<file path="src/rtl/data_memory_dumper.sv">
// Debug-path reader: after a start request walks N_WORDS data-memory words from address 0
// and streams each one MSB-byte-first to the UART TX. Optional macro: DUMP_ADDR_PREFIX_EN.
//
// state    | meaning
// ---------+------------------------------------------------------------
// IDLE     | waiting for i_start
// READ     | read enable and word address on the memory port
// LATCH    | memory data valid, captured into the shift register
// SEND     | o_tx_start pulse with the current byte on o_tx_data
// WAIT_TX  | holding the byte until the UART reports it finished
// DONE     | o_done pulse, word counter cleared
module data_memory_dumper #(
   parameter int NB_DATA = 32,
   parameter int NB_BYTE = 8,
   parameter int NB_ADDR = 5,
   parameter int N_WORDS = 32
) (
   input  logic               i_clock,
   input  logic               i_reset,
   input  logic               i_start,
   output logic               o_mem_rd_en,
   output logic [NB_ADDR-1:0] o_mem_rd_addr,
   input  logic [NB_DATA-1:0] i_mem_rd_data,
   output logic [NB_BYTE-1:0] o_tx_data,
   output logic               o_tx_start,
   input  logic               i_tx_done,
   output logic               o_busy,
   output logic               o_done
);

   localparam int N_DATA_BYTES = NB_DATA / NB_BYTE;
`ifdef DUMP_ADDR_PREFIX_EN
   localparam int N_TX = N_DATA_BYTES + 1;
`else
   localparam int N_TX = N_DATA_BYTES;
`endif
   localparam int NB_IDX = $clog2(N_TX + 1);
   localparam logic [NB_IDX-1:0]  LAST_IDX  = NB_IDX'(N_TX - 1);
   localparam logic [NB_ADDR-1:0] LAST_WORD = NB_ADDR'(N_WORDS - 1);

   typedef enum logic [2:0] {
      ST_IDLE,
      ST_READ,
      ST_LATCH,
      ST_SEND,
      ST_WAIT_TX,
      ST_DONE
   } state_t;

   state_t             state, state_next;
   logic [NB_ADDR-1:0] word_cnt, word_cnt_next;
   logic [NB_IDX-1:0]  byte_idx, byte_idx_next;
   logic [NB_DATA-1:0] shreg, shreg_next;
   logic               rd_en_next, tx_start_next, busy_next, done_next;
   logic [NB_ADDR-1:0] rd_addr_next;
   logic [NB_BYTE-1:0] tx_data_next;

   always_ff @(posedge i_clock or posedge i_reset) begin
      if (i_reset) begin
         state         <= ST_IDLE;
         word_cnt      <= '0;
         byte_idx      <= '0;
         shreg         <= '0;
         o_mem_rd_en   <= 1'b0;
         o_mem_rd_addr <= '0;
         o_tx_data     <= '0;
         o_tx_start    <= 1'b0;
         o_busy        <= 1'b0;
         o_done        <= 1'b0;
      end else begin
         state         <= state_next;
         word_cnt      <= word_cnt_next;
         byte_idx      <= byte_idx_next;
         shreg         <= shreg_next;
         o_mem_rd_en   <= rd_en_next;
         o_mem_rd_addr <= rd_addr_next;
         o_tx_data     <= tx_data_next;
         o_tx_start    <= tx_start_next;
         o_busy        <= busy_next;
         o_done        <= done_next;
      end
   end

   // Outputs are registered, so each branch sets the values for the state being entered.
   always_comb begin
      state_next    = state;
      word_cnt_next = word_cnt;
      byte_idx_next = byte_idx;
      shreg_next    = shreg;
      rd_en_next    = 1'b0;
      rd_addr_next  = o_mem_rd_addr;
      tx_data_next  = o_tx_data;
      tx_start_next = 1'b0;
      busy_next     = o_busy;
      done_next     = 1'b0;

      case (state)
         ST_IDLE: begin
            if (i_start) begin
               state_next   = ST_READ;
               rd_en_next   = 1'b1;
               rd_addr_next = word_cnt;
               busy_next    = 1'b1;
            end
         end
         ST_READ: begin
            state_next = ST_LATCH;
         end
         ST_LATCH: begin
            state_next    = ST_SEND;
            byte_idx_next = '0;
            tx_start_next = 1'b1;
`ifdef DUMP_ADDR_PREFIX_EN
            shreg_next    = i_mem_rd_data;
            tx_data_next  = NB_BYTE'(word_cnt);
`else
            shreg_next    = i_mem_rd_data << NB_BYTE;
            tx_data_next  = i_mem_rd_data[NB_DATA-1 -: NB_BYTE];
`endif
         end
         ST_SEND: begin
            state_next = ST_WAIT_TX;
         end
         ST_WAIT_TX: begin
            if (i_tx_done) begin
               if (byte_idx < LAST_IDX) begin
                  state_next    = ST_SEND;
                  byte_idx_next = byte_idx + NB_IDX'(1);
                  tx_start_next = 1'b1;
                  tx_data_next  = shreg[NB_DATA-1 -: NB_BYTE];
                  shreg_next    = shreg << NB_BYTE;
               end else if (word_cnt < LAST_WORD) begin
                  state_next    = ST_READ;
                  word_cnt_next = word_cnt + NB_ADDR'(1);
                  rd_en_next    = 1'b1;
                  rd_addr_next  = word_cnt + NB_ADDR'(1);
               end else begin
                  state_next = ST_DONE;
                  done_next  = 1'b1;
                  busy_next  = 1'b0;
               end
            end
         end
         ST_DONE: begin
            state_next    = ST_IDLE;
            word_cnt_next = '0;
            busy_next     = 1'b0;
         end
         default: begin
            state_next = ST_IDLE;
         end
      endcase
   end

endmodule

</file>
<file path="config.mk">
export PLATFORM = sky130hd
export DESIGN_NAME = data_memory_dumper
export DESIGN_NICKNAME = d
export VERILOG_FILES = /design/src/rtl/data_memory_dumper.sv
export SDC_FILE = /design/constraint.sdc
export NUM_CORES = 1
export LEC_CHECK = 0
export ABC_AREA = 1
export CAP_MARGIN = 20
export CORE_ASPECT_RATIO = 1.5
export CORE_UTILIZATION = 47
export DETAILED_ROUTE_END_ITERATION = 10
export PLACE_DENSITY = 0.77
export SYNTH_ARGS = -nofsm -noshare
export SYNTH_HDL_FRONTEND = slang
export SYNTH_SLANG_ARGS = --single-unit
</file>
<file path="constraint.sdc">
create_clock -name i_clock -period 1.5 [get_ports i_clock]
set_clock_uncertainty 0.1 [all_clocks]
set_input_delay 0.3 -clock i_clock [delete_from_list [all_inputs] [get_ports i_clock]]
set_output_delay 0.3 -clock i_clock [all_outputs]
set_load 0.05 [all_outputs]
</file>
==> out/results.ini <==
[outcome]
status = finished, violations left
violations = negative setup slack

[yosys]
syn_area_per_cell_um2 = 8.24
yosys_warnings = 0
synth_area_leaders = dfrtp_1 (47%), nand2_1 (16%), inv_1 (6.2%)
yosysSeqAreaShare = 0.474
synth.distinct_cells = 29
synth_top_area_frac = 0.474
postSynthRegisterBits = 52
syn_inst = 333
yosysTopAreaCell = dfrtp_1
synth_nets = 371
syn_area_mm2 = 0.00274

[timing]
rsz0062_at_grt = true
relSlewSlack = 0.803
holdWs_ps = 293
setup_viol = 1
fin_ws_ps = -5.09
period_share = 1.00
slew_violations = 0
worst_pin_slew_ps = 295
fin_crit_ps = 1510
hold_viol = 0
fmax_mhz = 664

[cts]
clockBufferDepth = 2
clkLatencyLatePin_ps = 300
cts-htree-levels = 2
cts_tree = done
clk_pin_slew_ps = 90
cts-root-buf = clkbuf_8
ctsHoldBuffers = 0
cts_buffers = 5
cts.sinks = 52

[setup_path]
r2r_slack_ps = -5
critPathKind = reg2reg
cp_data_required_time_ps = 1640
critPathMaxFanout = 8
worst_ep_arrival_time_ps = 1650
crit_end = o_busy
cp-end-kind = flip-flop
crit_start = state[1]
worst-r2r-cell-count = 8
worstSetupStartpointType = flip-flop
r2r-start = state[1]
r2r_end = o_busy

[job]
cap_viol_max_count = 0

[global_route]
gr-usage-all-layers = 0.210
overflow = 0
antenna_found_initial = 0
grt_pass1_vias = 2286
grt_max_degree = 53
grt_pass1_wl_mm = 9.92

[detailed_routing]
drtAntennaViolNets = 0
post_drt_wl_per_cell_um = 13.0
drtPass1Iterations = 4
drtIter0Drc = 126
vias = 2400
drc = 0
wirelength_mm = 6.16
vias_per_cell = 5.07

[cells_and_area]
layout_commonest_cell = nand2_1
drive_gt1_frac = 0.216
mostFrequentLayoutCells = nand2_1 (111), dfrtp_1 (50), inv_1 (42)
area_growth_pct = 38.0
n_antenna_cell = 0
fin_cells = 473
fillers = 422
nNetsFinal = 440

[pwr]
leakagePower_nw = 1.92
power_density_mw_per_mm2 = 1990
total_power_w = 0.00753
vdd_drop_max_mv = 1.04

[die]
die_y_um = 95.6
die_area_mm2 = 0.00615
die_x_um = 64.4
core_mm2 = 0.00553
pin_count = 53
rows = 33
initial_core_util = 0.496

[place]
dp_hpwl_mm = 4.16
dpl.cell_count = 457
portBuffers = 52
place.gp.congestion = 0.837

[min_path]
hold_path_class = in2async

report_power, final:
part | total (W) | switching (W) | internal (W)
clock | 0.000817 | 0.000440 | 0.000377
sequential | 0.00240 | 0.000404 | 0.00199
combinational | 0.00432 | 0.00241 | 0.00191
total | 0.00753 | 0.00326 | 0.00428
flip-flops by register name, summed over array words and instances (netlist names):
| register | count |
|---|---|
| o_busy | 1 |
| byte_idx | 3 |
| o_tx_data | 8 |
| o_tx_start | 1 |
| o_mem_rd_addr | 5 |
| o_mem_rd_en | 1 |
| o_done | 1 |
| word_cnt | 5 |
| state | 3 |
| shreg | 24 |
metrics by stage:
step / setup TNS (ps) / instance area (um2) / worst slack [ps] / utilization
detailed placement: -2430 / 3530 / -99.7 / 0.638
global route: -280 / 3790 / -67.0 / 0.684
floorplan: 0 / 2750 / 161 / -
global placement: -1790 / 3530 / -83.8 / 0.638
CTS: 0 / 3640 / 4.95 / 0.658
finish: -5.09 / 3790 / -5.09 / 0.684
layout make-up:
type / count / area [um2] / share of cell area
Sequential cell: 52 / 1300 / 0.344
Multi-Input combinational cell: 222 / 1180 / 0.312
Inverter: 47 / 188 / 0.0496
Timing Repair Buffer: 74 / 935 / 0.247
Tap cell: 70 / 87.6 / 0.0231
Clock buffer: 8 / 90.1 / 0.0238
cell usage after synthesis:
| cell type | n |
|---|---|
| a21oi_4 | 1 |
| inv_1 | 45 |
| nand2_1 | 114 |
| nor2_1 | 10 |
| o21ai_1 | 7 |
| nor3_1 | 1 |
| buf_6 | 10 |
| inv_2 | 2 |
| nor2_4 | 1 |
| o21ai_2 | 15 |
| xnor2_1 | 2 |
| nand3_1 | 14 |
| xor2_1 | 1 |
| buf_8 | 1 |
| nand2_4 | 5 |
| a21oi_1 | 2 |
| a211oi_1 | 1 |
| nand4_1 | 2 |
| buf_4 | 2 |
| nand3_2 | 1 |
| dfrtp_1 | 52 |
| nand3_4 | 1 |
| nand2_2 | 3 |
| ha_1 | 2 |
| o21ai_0 | 27 |
| a31oi_1 | 1 |
| nor2_2 | 1 |
| o22ai_1 | 8 |
| and2_1 | 1 |
logic make-up after synthesis:
kind of cell | synth area share
buffers and inverters | 0.116
adder cells (fa/ha/maj) | 0.00912
XOR/XNOR | 0.00958
AO/OA/AOI/OAI | 0.143
flip-flops | 0.474
AND/OR/NAND/NOR | 0.248
how the worst min path moves through the flow:
stage	start	endpoint	slack (ps)	cells after the start
after global routing	i_reset	o_tx_data[2]	310	3
final	i_reset	o_tx_data[2]	290	3
after floorplan	i_reset	byte_idx[0]	260	1
after detailed placement	shreg[25]	shreg[25]	400	2
after global placement	byte_idx[1]	byte_idx[1]	390	2
after CTS	i_reset	o_tx_data[2]	310	3
what timing repair did:
item,4_1_cts,5_1_grt
gates resized for setup,2,26
pin swaps,1,5
endpoints found under the setup margin,17,48
gates cloned,0,2
setup buffers,2,4
worst max-delay path, stage by stage, from the launching register on:
cell	delay, ps
dfrtp_2	430
nor2_4	140
nand2_4	100
buf_6	150
a21oi_4	250
nor2_1	70
nand2_1	70
nand2_1	60
nand2_1	80
per-layer routing:
layer,global-route usage,vias up,wire (um)
li1,-,1185,-
met1,0.227,1162,2400
met2,0.399,44,3470
met3,0.0359,9,195
met4,0.0815,0,91
met5,0,-,0
No activity file was read; power rests on OpenSTA's default activity.
